<file path="config.mk">
export PLATFORM = sky130hd
export DESIGN_NAME = demux16_wr
export DESIGN_NICKNAME = d
export VERILOG_FILES = /design/src/rtl/demux16_pkg.sv /design/src/rtl/dec4to16.sv /design/src/rtl/demux16_wr.sv
export SDC_FILE = /design/constraint.sdc
export NUM_CORES = 1
export LEC_CHECK = 0
export BUFFER_PORTS_ARGS = -buffer_cell sky130_fd_sc_hd__clkbuf_2
export CORE_MARGIN = 3
export CORE_UTILIZATION = 45
export DETAILED_ROUTE_END_ITERATION = 16
export GPL_TIMING_DRIVEN = 0
export PLACE_DENSITY = 0.83
export SLEW_MARGIN = 5
export SYNTH_ARGS = -nofsm -noshare
export SYNTH_HDL_FRONTEND = slang
export SYNTH_SLANG_ARGS = --single-unit
</file>
<file path="constraint.sdc">
create_clock -name clk -period 2.15 [get_ports clk]
set_input_delay 0.215 -clock clk [delete_from_list [all_inputs] [get_ports clk]]
set_output_delay 0.215 -clock clk [all_outputs]
set_load 0.005 [all_outputs]
</file>
<file path="src/rtl/demux16_pkg.sv">
// Shared types and sizes for the 16-entry write demultiplexer.
package demux16_pkg;

   typedef enum logic {
      IDLE  = 1'b0,
      SWEEP = 1'b1
   } state_t;

   localparam int NREG = 16;
   localparam int SELW = 4;

endpackage

</file>
<file path="src/rtl/dec4to16.sv">
// 4-bit index plus enable to a 16-bit one-hot write strobe.
module dec4to16
   import demux16_pkg::*;
(
   input  logic [SELW-1:0] idx,
   input  logic            en,
   output logic [NREG-1:0] strobe
);

   always_comb begin
      strobe = '0;
      if (en) strobe[idx] = 1'b1;
   end

endmodule

</file>
<file path="src/rtl/demux16_wr.sv">
// Steers one data word into one of sixteen holding registers; a clear request
// sweeps every entry back to zero, one per cycle.
module demux16_wr
   import demux16_pkg::*;
#(
   parameter int N = 19,
   parameter int J = 3
) (
   input  logic          clk,
   input  logic          rst_n,
   input  logic          in_valid,
   output logic          in_ready,
   input  logic [J:0]    opc,
   input  logic [N:0]    din,
   input  logic          clr,
   output logic [N:0]    r0,
   output logic [N:0]    r1,
   output logic [N:0]    r2,
   output logic [N:0]    r3,
   output logic [N:0]    r4,
   output logic [N:0]    r5,
   output logic [N:0]    r6,
   output logic [N:0]    r7,
   output logic [N:0]    r8,
   output logic [N:0]    r9,
   output logic [N:0]    r10,
   output logic [N:0]    r11,
   output logic [N:0]    r12,
   output logic [N:0]    r13,
   output logic [N:0]    r14,
   output logic [N:0]    r15,
   output logic [15:0]   wr_flag,
   output logic          all_written,
   output logic          clr_done
);

   state_t             state;
   logic [SELW-1:0]    idx;
   logic [N:0]         r [NREG];
   logic [SELW-1:0]    dec_idx;
   logic               dec_en;
   logic [NREG-1:0]    strobe;

   // One decoder serves both paths: opc for writes in IDLE, idx for the sweep.
   assign dec_idx  = (state == SWEEP) ? idx : opc;
   assign dec_en   = (state == SWEEP) | in_valid;
   assign in_ready = rst_n & (state == IDLE);

   dec4to16 u_dec (
      .idx    (dec_idx),
      .en     (dec_en),
      .strobe (strobe)
   );

   always_ff @(posedge clk) begin
      if (!rst_n) begin
         state    <= IDLE;
         idx      <= '0;
         clr_done <= 1'b0;
         wr_flag  <= '0;
         for (int unsigned k = 0; k < NREG; k++) r[k] <= '0;
      end else begin
         clr_done <= 1'b0;
         unique case (state)
            IDLE: begin
               for (int unsigned k = 0; k < NREG; k++) begin
                  if (strobe[k]) begin
                     r[k]       <= din;
                     wr_flag[k] <= 1'b1;
                  end
               end
               if (clr) begin
                  state <= SWEEP;
                  idx   <= '0;
               end
            end
            SWEEP: begin
               for (int unsigned k = 0; k < NREG; k++) begin
                  if (strobe[k]) begin
                     r[k]       <= '0;
                     wr_flag[k] <= 1'b0;
                  end
               end
               idx <= idx + 1'b1;
               // Registered pulse lands in the cycle where idx is the last entry.
               clr_done <= (idx == SELW'(NREG - 2));
               if (idx == SELW'(NREG - 1)) state <= IDLE;
            end
            default: state <= IDLE;
         endcase
      end
   end

   assign all_written = &wr_flag;

   assign r0  = r[0];
   assign r1  = r[1];
   assign r2  = r[2];
   assign r3  = r[3];
   assign r4  = r[4];
   assign r5  = r[5];
   assign r6  = r[6];
   assign r7  = r[7];
   assign r8  = r[8];
   assign r9  = r[9];
   assign r10 = r[10];
   assign r11 = r[11];
   assign r12 = r[12];
   assign r13 = r[13];
   assign r14 = r[14];
   assign r15 = r[15];

endmodule

</file>
==> results.txt, run 1 <==
----------------------------------------------------
[Routing]
  DRC violation count after routing ... 0
  Mean number of vias per cell ... 5.83
  Routed length per instance ... 23.3 µm
  Via count ... 12100
  Count of routing violations after the opening detailed-route iteration ... 1192
  Total wire length after detailed routing ... 48200 µm
  First-pass detailed-route iteration total ... 5
  Number of antenna-violating nets in the routed design ... 0

[Layout]
  Final-layout fill cell count ... 2411
  FF/Latch Area ... 8450 µm²
  Ratio of cells with drive above 1 in the final layout ... 28.2%
  Multi-input gate area in the final layout ... 4510 µm²
  Layout net count ... 1683
  Final cell count without fillers ... 2066
  Share of the core filled with cells ... 58.9%
  Area growth from synthesis to layout ... 27.4%

[Global route]
  Initial antenna violation count ... 2
  Overflow after GRT ... 0
  Total global-route track usage ... 28.9%
  Pin count of the biggest net entering global routing ... 21
  Global-route wire length before repair ... 69100 µm
  Number of global-route vias before repair ... 11300

[STA]
  Setup slack of the critical path after layout ... 0.0195 ns
  Peak clock frequency supported by timing ... 469 MHz
  Slew @ Worst Pin ... 1.00 ns
  Final slew viol count ... 0
  Maximum clock skew at final layout ... 0.0229 ns
  Setup-failing EPs final ... 0
  Post-route fraction of the period consumed by the critical path ... 99.1%
  Number of hold violations in the final report ... 0
  Relative slew margins ... 33.0%
  Unrepaired setup endpoints after global routing ... true
  Tmin final ... 2.13 ns

[Critical path]
  Cell depth of the worst flop-to-flop path ... 6
  Chain of cells forming the critical path ... buf_6 > buf_2 > buf_2 > nand3b_1 > a22o_1 > nand2_4
  Crit Path Category ... reg2reg
  CP arrival ... 2.31 ns
  Maximum single-stage delay on the critical path ... 0.34 ns
  Category of the worst setup path capture point ... flip-flop
  Data required time at the worst endpoint ... 2.33 ns
  Critical path fanouts, max ... 20
  Nature of the critical path startpoint ... flip-flop
  Slowest library cell on the worst path ... sky130_fd_sc_hd__a22o_1
  Crit path top cell by count ... sky130_fd_sc_hd__buf_2

[Hold path]
  Number of cells on the worst hold path ... 3
  Classification of the worst-slack hold path ... in2reg

[Floorplan]
  Vertical die dimension ... 179 µm
  Width of the die ... 179 µm
  Area of the die ... 32000 µm²
  Initial cell density of the core ... 46.2%
  Area of the core region ... 29100 µm²
  Num rows ... 62
  Boundary pin count ... 367

[Logic synthesis]
  Area share of the leading cell type in the synthesized netlist ... 35.8%
  Post-synth design cell area ... 13400 µm²
  Register area share after synthesis ... 62.9%
  Count of synthesis-stage warnings from yosys ... 0
  Number of nets produced by synthesis ... 1279
  Number of synthesized register bits ... 342
  Number of enable flip-flop cells after synthesis ... 160
  Post-synth top area cell ... sky130_fd_sc_hd__edfxtp_1
  Proportion of register bits with asynchronous set or reset after synthesis ... 0%
  Count of unique library cells instantiated by Yosys ... 45
  Number of cells produced by synthesis ... 1249
  Primary FF master, synth ... sky130_fd_sc_hd__dfxtp_1
  Post-Synthesis Mean Instance Area ... 10.8 µm²
  Area contributors post-synth ... sky130_fd_sc_hd__edfxtp_1 (36%), sky130_fd_sc_hd__dfxtp_1 (27%), sky130_fd_sc_hd__and2_1 (7.4%)

[Clock network]
  Clock input transition at the sequential cells of the worst setup and hold paths ... 0.06 ns
  CTS Buffer Depth ... 3
  CTS HTree Levels ... 2
  Clock tree from TritonCTS ... built
  Clk_lat worst skew ... 0.52 ns
  Total setup buffers inserted after CTS ... 0
  Sinks on the clock net ... 342
  Clock buffers created by TritonCTS ... 36
  Root cell of the clock tree ... sky130_fd_sc_hd__clkbuf_16

[Flow run]
  Max-cap violations ... 0

[Power]
  Leakage dissipation ... 6.73 nW
  Worst voltage drop across the vdd grid ... 0.470 mV
  Power Density ... 828 nW/µm²

[Place]
  Cell Count Post-Placement ... 1998
  Worst Setup Slack post-DPL ... -0.456 ns
  Last weighted congestion value of the routability-driven placer ... 0.949
  Detailed placer's ending HPWL ... 34500 µm
  Count of port buffers added during placement ... 365

[Outcome]
  Run status ... finished, final reports clean

----------------------------------------------------
-- worst max-delay path: cells and delay by family, from the launching register on --
| kind | cells | cell delay [ns] |
|---|---|---|
| buf+inv | 3 | 0.64 |
| simple gates | 2 | 0.49 |
| compound gates | 1 | 0.34 |
| flops | 1 | 0.32 |
-- Yosys cell counts, drive strengths merged, types with 10 or more instances --
| cell | n |
|---|---|
| inv | 11 |
| o21ai | 122 |
| dfxtp | 182 |
| a22o | 10 |
| a21oi | 168 |
| edfxtp | 160 |
| nand2 | 12 |
| clkbuf | 120 |
| nand3 | 162 |
| buf | 23 |
| o211ai | 40 |
| and2 | 160 |
-- final cells by class --
cell class | count | area share [%]
sequential | 342 | 49.3
multi-input combinational | 753 | 26.3
timing repair buffer | 366 | 10.7
clock buffer | 51 | 6.19
buffer | 143 | 3.61
tap | 384 | 2.81
clock inverter | 14 | 0.709
inverter | 11 | 0.241
antenna | 2 | 0.0292
-- metal layers --
layer	vias up	GRT usage [%]	part of all wire, %
met5	-	0	0.027
met4	2	14.4	5.6
met3	171	8.60	12
met2	858	47.0	46
met1	5714	35.1	37
li1	5308	-	-
-- stage by stage --
stage,cell area (µm²),hold WS [ns],power (mW),setup TNS [ns]
2_1_floorplan,13400,0.317,7.57,0
3_3_place_gp,15700,0.456,8.06,-73.32
3_5_place_dp,15700,0.466,8.09,-87.23
4_1_cts,17000,0.0698,14.2,0
5_1_grt,17100,0.0937,14.6,-0.307
6_report,17100,0.102,14.2,0
-- logic make-up (layout without fill, tap and decap cells) --
logic type,count (synthesis),in the layout,synth area share [%]
compound gates,366,366,15.3
fa+ha+maj,2,2,0.186
buf+inv,154,585,4.79
flops,342,342,62.9
mux,1,1,0.0745
other cells,0,2,0
simple gates,384,384,16.8
-- power by group --
| group | switching (mW) | internal (mW) |
|---|---|---|
| combinational | 0.693 | 0.246 |
| clock | 2.59 | 3.59 |
| sequential | 0.0712 | 6.98 |
| total | 3.36 | 10.8 |
-- what timing repair did --
action / 4_1_cts / 5_1_grt
pin swaps: 0 / 0
resized for setup: 22 / 24
endpoints found under the hold margin: 1 / 0
setup endpoints to repair: 245 / 234
hold buffers: 1 / 0
-- worst paths after layout --
path | from | to | slack [ns]
worst max-delay path | state | r[0][149] | 0.02
worst max register to register | state | r[0][149] | 0.02
worst min-delay path | din[6] | r[1][126] | 0.10
worst min register to register | r[1][46] | r[1][46] | 0.47
-- flip-flops by register name, summed over array words and instances, names as in the netlist --
signal    flops
wr_flag      16
r           320
clr_done      1
idx           4
state         1
-- cell usage in the layout (no fill, tap or decap), types with 6 or more instances in the layout --
cell type / synthesis / final
sky130_fd_sc_hd__o211ai_1: 40 / 40
sky130_fd_sc_hd__o21ai_0: 120 / 120
sky130_fd_sc_hd__nand2_4: 0 / 6
sky130_fd_sc_hd__nor4_2: 0 / 6
sky130_fd_sc_hd__clkbuf_8: 0 / 6
sky130_fd_sc_hd__dfxtp_1: 182 / 182
sky130_fd_sc_hd__clkbuf_1: 120 / 118
sky130_fd_sc_hd__clkbuf_2: 0 / 373
sky130_fd_sc_hd__nand3b_1: 8 / 8
sky130_fd_sc_hd__edfxtp_1: 160 / 160
sky130_fd_sc_hd__a21oi_1: 168 / 168
sky130_fd_sc_hd__a31o_1: 8 / 8
sky130_fd_sc_hd__nand3_1: 162 / 162
sky130_fd_sc_hd__and2_1: 160 / 160
sky130_fd_sc_hd__buf_6: 6 / 6
sky130_fd_sc_hd__a22o_1: 10 / 10
sky130_fd_sc_hd__inv_1: 10 / 10
sky130_fd_sc_hd__clkbuf_16: 0 / 38
sky130_fd_sc_hd__buf_2: 16 / 16
Note: power is estimated with default switching activity, not from simulation.
==> inputs of run 2 (changes only) <==
Settings changed: BUFFER_PORTS_ARGS -buffer_cell sky130_fd_sc_hd__clkbuf_2 to default, DONT_BUFFER_PORTS from default to 1, PLACE_DENSITY 0.83 to 0.72.
==> results.txt, run 2 (synthesis results as in run 1) <==
----------------------------------------------------
[Outcome]
  Run status ... finished with violations
  Failing checks ... setup timing

[Routing]
  Number of antenna-violating nets in the routed design ... 0
  Count of routing violations after the opening detailed-route iteration ... 1176
  Routed length per instance ... 28.1 µm
  First-pass detailed-route iteration total ... 6
  Via count ... 10700
  Total wire length after detailed routing ... 48400 µm
  DRC violation count after routing ... 0
  Mean number of vias per cell ... 6.19

[Clock network]
  Clock input transition at the sequential cells of the worst setup and hold paths ... 0.06 ns
  CTS Buffer Depth ... 3
  Clock buffers created by TritonCTS ... 37
  Clock tree from TritonCTS ... built
  Total setup buffers inserted after CTS ... 0
  Root cell of the clock tree ... sky130_fd_sc_hd__clkbuf_16
  Sinks on the clock net ... 342
  CTS HTree Levels ... 2
  Clk_lat worst skew ... 0.52 ns

[Floorplan]
  Area of the core region ... 29100 µm²
  Area of the die ... 32000 µm²
  Boundary pin count ... 367
  Initial cell density of the core ... 46.2%
  Width of the die ... 179 µm
  Num rows ... 62
  Vertical die dimension ... 179 µm

[Critical path]
  Crit Path Category ... reg2reg
  Category of the worst setup path capture point ... flip-flop
  Critical path fanouts, max ... 10
  Nature of the critical path startpoint ... flip-flop
  CP arrival ... 2.56 ns
  Data required time at the worst endpoint ... 2.51 ns
  Worst R2R Start ... state
  First element of the critical path ... state

[Layout]
  Layout net count ... 1339
  Largest register FFs ... 320
  Most flops, register ... r
  Largest registers in the final layout ... r: 320 flops, wr_flag: 16 flops, idx: 4 flops
  Ratio of cells with drive above 1 in the final layout ... 8.24%
  Final-layout fill cell count ... 2515
  Share of the core filled with cells ... 53.2%
  Area growth from synthesis to layout ... 15.1%
  Most frequent cells in the layout ... sky130_fd_sc_hd__dfxtp_1 (182), sky130_fd_sc_hd__a21oi_1 (168), sky130_fd_sc_hd__nand3_1 (162), sky130_fd_sc_hd__and2_1 (160), sky130_fd_sc_hd__edfxtp_1 (160)
  Most frequent standard cell in the layout excluding fill and tap cells ... sky130_fd_sc_hd__dfxtp_1

[STA]
  Post-route fraction of the period consumed by the critical path ... 102%
  Setup-failing EPs final ... 20
  Number of hold violations in the final report ... 0
  Peak clock frequency supported by timing ... 456 MHz
  Worst hold slack across all endpoints ... 0.142 ns
  Maximum clock skew at final layout ... 0.0183 ns
  Final slew viol count ... 0
  Relative slew margins ... 38.1%
  Tmin final ... 2.19 ns
  Setup slack of the critical path after layout ... -0.0439 ns
  Slew @ Worst Pin ... 0.928 ns
  Unrepaired setup endpoints after global routing ... true

[Power]
  Design Power ... 14.0 mW
  Worst voltage drop across the vdd grid ... 0.513 mV
  Power Density ... 905 nW/µm²
  Leakage dissipation ... 5.19 nW

[Global route]
  Initial antenna violation count ... 2
  Met1 routing resource usage after global routing ... 34.7%
  Number of global-route vias before repair ... 10200
  Global-route wire length before repair ... 68200 µm
  Most used routing layer ... met2
  GR met3 Demand/Resource ... 11.5%
  Met2 Usage GRT ... 46.8%
  Total global-route track usage ... 29.0%
  Pin count of the biggest net entering global routing ... 21
  Overflow after GRT ... 0

[Flow run]
  Max-cap violations ... 0

[Place]
  Detailed placer's ending HPWL ... 33400 µm
  Count of port buffers added during placement ... 0
  Last weighted congestion value of the routability-driven placer ... 0.875

[Hold path]
  Launch instance of the worst min-delay path ... opc[3]
  Classification of the worst-slack hold path ... in2reg

----------------------------------------------------
-- run 2: cell count changes in the layout (fill, tap and decap cells not counted), moves of 2 or more --
cell                            previous run  this run
sky130_fd_sc_hd__clkinv_4                  0         3
sky130_fd_sc_hd__clkbuf_2                373        11
sky130_fd_sc_hd__dlygate4sd3_1             1        21
sky130_fd_sc_hd__clkinvlp_4                4         1
sky130_fd_sc_hd__clkbuf_8                  6         4
-- run 2: timing repair --
item | in CTS | in global routing
hold buffers | 21 | 0
endpoints found under the setup margin | 348 | 183
gates resized for setup | 27 | 27
endpoints found under the hold margin | 124 | 0
-- run 2: per-layer routing --
| metal | share of wire [%] | wire length, µm | vias to the layer above |
|---|---|---|---|
| met5 | 0 | 0 | - |
| met4 | 4.5 | 2190 | 0 |
| met3 | 12 | 5960 | 157 |
| met2 | 46 | 22300 | 678 |
| met1 | 37 | 18000 | 5189 |
| li1 | - | - | 4633 |
-- run 2: power breakdown --
part / internal [mW] / switching (mW)
Combinational: 0.147 / 0.591
Clock: 3.57 / 2.58
Sequential: 6.99 / 0.124
-- run 2: worst max-delay path, cell delays in order, from the launching register on --
cell and delay (ns):
sky130_fd_sc_hd__dfxtp_1 0.32, sky130_fd_sc_hd__buf_6 0.13, sky130_fd_sc_hd__buf_2 0.20, sky130_fd_sc_hd__nand3b_1 0.31
sky130_fd_sc_hd__o41ai_2 0.50, sky130_fd_sc_hd__buf_1 0.48, sky130_fd_sc_hd__a21oi_1 0.09
-- run 2: final cells by class --
type	count	area [µm²]	share of cell area (%)
multi-input cells	753	4510	29.2
plain buffers	143	616	3.98
inverters	11	41.3	0.267
diodes	2	5.00	0.0324
clock inverters	15	144	0.930
flip-flops and latches	342	8450	54.6
well taps	384	480	3.11
repair buffers	21	210	1.36
clock buffers	50	1010	6.56
-- run 2: path summary, 6_finish.rpt --
kind	slack [ns]	to	depth (start not counted)
setup / recovery	-0.04	r[1][49]	6
hold / removal	0.14	wr_flag[12]	3
setup reg to reg	-0.04	r[1][49]	6
hold reg to reg	0.50	r[1][115]	2
-- run 2: per-stage QoR --
stage	cell area, µm²	std cells	worst slack, ns	TNS, ns
2_1_floorplan	13400	1249	0.0465	0
3_3_place_gp	13900	1633	-0.453	-85.77
3_5_place_dp	13900	1633	-0.480	-95.26
4_1_cts	15400	1719	0.0162	0
5_1_grt	15500	1721	-0.125	-2.29
6_report	15500	1721	-0.0439	-0.510
==> inputs of run 3 (changes only) <==
Settings changed: CORE_UTILIZATION 45 to 25, GPL_TIMING_DRIVEN 0 to default, PLACE_DENSITY 0.72 to 0.5, REMOVE_ABC_BUFFERS from default to 1.
==> results.txt, run 3 (synthesis results as in run 1) <==
----------------------------------------------------
[Power]
  Leakage dissipation ... 5.44 nW
  P_int ... 10.9 mW
  Fraction of power spent switching nets ... 24.5%
  Power Density ... 886 nW/µm²
  Worst voltage drop across the vdd grid ... 0.448 mV
  Sequential group share of total power ... 49.4%
  Net switching power of the design ... 3.54 mW
  Portion of total power attributed to combinational logic ... 6.1%
  Clock network fraction of total power ... 44.5%
  Design Power ... 14.4 mW

[Outcome]
  Run status ... finished, final reports clean

[Place]
  Detailed placer's ending HPWL ... 32000 µm
  Last weighted congestion value of the routability-driven placer ... 0.801
  Worst Setup Slack post-DPL ... 0.121 ns
  Cell Count Post-Placement ... 1844
  Count of port buffers added during placement ... 0
  Instance area at placement ... 14400 µm²

[Clock network]
  Sinks on the clock net ... 342
  CTS Buffer Depth ... 3
  Clock input transition at the sequential cells of the worst setup and hold paths ... 0.06 ns
  CTS HTree Levels ... 2
  Total setup buffers inserted after CTS ... 0
  Clk_lat worst skew ... 0.55 ns
  Clock buffers created by TritonCTS ... 39
  Root cell of the clock tree ... sky130_fd_sc_hd__clkbuf_16
  Clock tree from TritonCTS ... built

[Layout]
  Share of the core filled with cells ... 30.8%
  Area growth from synthesis to layout ... 21.1%
  Most frequent standard cell in the layout excluding fill and tap cells ... sky130_fd_sc_hd__dfxtp_1
  Layout net count ... 1268
  Most flops, register ... r
  Largest register FFs ... 320
  Most frequent cells in the layout ... sky130_fd_sc_hd__dfxtp_1 (180), sky130_fd_sc_hd__a21oi_1 (168), sky130_fd_sc_hd__nand3_1 (161), sky130_fd_sc_hd__and2_1 (160), sky130_fd_sc_hd__edfxtp_1 (160)
  Largest registers in the final layout ... r: 320 flops, wr_flag: 16 flops, idx: 4 flops
  Final-layout fill cell count ... 5352
  Final cell count without fillers ... 1959
  Post-route cell area ... 16300 µm²
  Ratio of cells with drive above 1 in the final layout ... 12.6%

[Global route]
  Global-route wire length before repair ... 74200 µm
  Overflow after GRT ... 0
  Pin count of the biggest net entering global routing ... 81
  Total global-route track usage ... 18.1%
  Number of global-route vias before repair ... 9596
  Initial antenna violation count ... 5

[Routing]
  Total wire length after detailed routing ... 53300 µm
  DRC violation count after routing ... 0
  Count of routing violations after the opening detailed-route iteration ... 899
  Mean number of vias per cell ... 5.16
  Routed length per instance ... 27.2 µm
  Via count ... 10100
  Number of antenna-violating nets in the routed design ... 0
  First-pass detailed-route iteration total ... 5

[STA]
  Setup slack of the critical path after layout ... 0.113 ns
  Number of hold violations in the final report ... 0
  Relative slew margins ... 23.7%
  Post-route fraction of the period consumed by the critical path ... 94.7%
  Tmin final ... 2.04 ns
  Final slew viol count ... 0
  Peak clock frequency supported by timing ... 491 MHz
  Unrepaired setup endpoints after global routing ... false
  Total Neg Setup Slack ... 0 ns
  Worst hold slack across all endpoints ... 0.0717 ns
  Maximum clock skew at final layout ... 0.0117 ns
  Slew @ Worst Pin ... 1.14 ns
  Setup-failing EPs final ... 0

[Critical path]
  Critical path fanouts, max ... 3
  Category of the worst setup path capture point ... primary output
  CP arrival ... 1.82 ns
  Data required time at the worst endpoint ... 1.93 ns
  Worst R2R Start ... state
  Crit Path Category ... reg2out
  First element of the critical path ... wr_flag[0]
  Worst r2r dst ... r[0][46]
  Nature of the critical path startpoint ... flip-flop
  Cell depth of the worst flop-to-flop path ... 5
  Register-to-register path setup slack ... 0.26 ns

[Floorplan]
  Width of the die ... 238 µm
  Initial cell density of the core ... 25.4%
  Area of the core region ... 52900 µm²
  Num rows ... 84
  Vertical die dimension ... 238 µm
  Boundary pin count ... 367
  Area of the die ... 56600 µm²

[Flow run]
  Max-cap violations ... 0

[Hold path]
  Classification of the worst-slack hold path ... in2reg
  Endpoint with the worst hold slack ... r[0][32]
  Launch instance of the worst min-delay path ... rst_n
  Number of cells on the worst hold path ... 2

----------------------------------------------------
==> run 3: layout make-up <==
cell class,count,area [µm²],share of cell area (%)
flip-flops and latches,342,8450,51.9
multi-input cells,753,4490,27.6
repair buffers,91,1200,7.36
clock buffers,49,1050,6.48
well taps,688,861,5.29
clock inverters,23,173,1.06
inverters,11,41.3,0.254
diodes,2,5.00,0.0307
==> run 3: worst max-delay path by stage <==
stage / slack (ns) / cells after the start / endpoint
global route: 0.006 / 4 / all_written
global placement: 0.21 / 5 / r[0][133]
floorplan: -4.74 / 3 / r[1][0]
detailed placement: 0.12 / 5 / r[0][133]
finish: 0.11 / 4 / all_written
CTS: 0.04 / 4 / all_written
==> run 3: power by group through the flow <==
stage               Combinational (mW)  Clock, mW  Sequential (mW)
floorplan                        0.256          0             7.21
global placement                 0.515          0             7.27
detailed placement               0.524          0             7.27
CTS                              0.894       6.64             7.13
global route                     0.931       6.87             7.14
finish                           0.875       6.42             7.13
==> run 3: layer usage <==
layer / up-vias / share of wire, % / track usage (%)
li1: 4492 / - / -
met1: 5084 / 40 / 22.4
met2: 444 / 48 / 29.7
met3: 78 / 9.7 / 6.80
met4: 4 / 2.4 / 4.89
met5: - / 0.043 / 0
==> run 3: worst max-delay path: stages, from the launching register on <==
cell and delay, ns:
sky130_fd_sc_hd__dfxtp_1 0.49, sky130_fd_sc_hd__nand4_1 0.23, sky130_fd_sc_hd__nor4_1 0.26, sky130_fd_sc_hd__buf_4 0.19, sky130_fd_sc_hd__buf_4 0.11
==> run 3: timing repair <==
item / CTS / global route
gates resized for setup: 0 / 3
hold buffers: 41 / 0
hold endpoints to repair: 339 / 0
endpoints found under the setup margin: 0 / 111
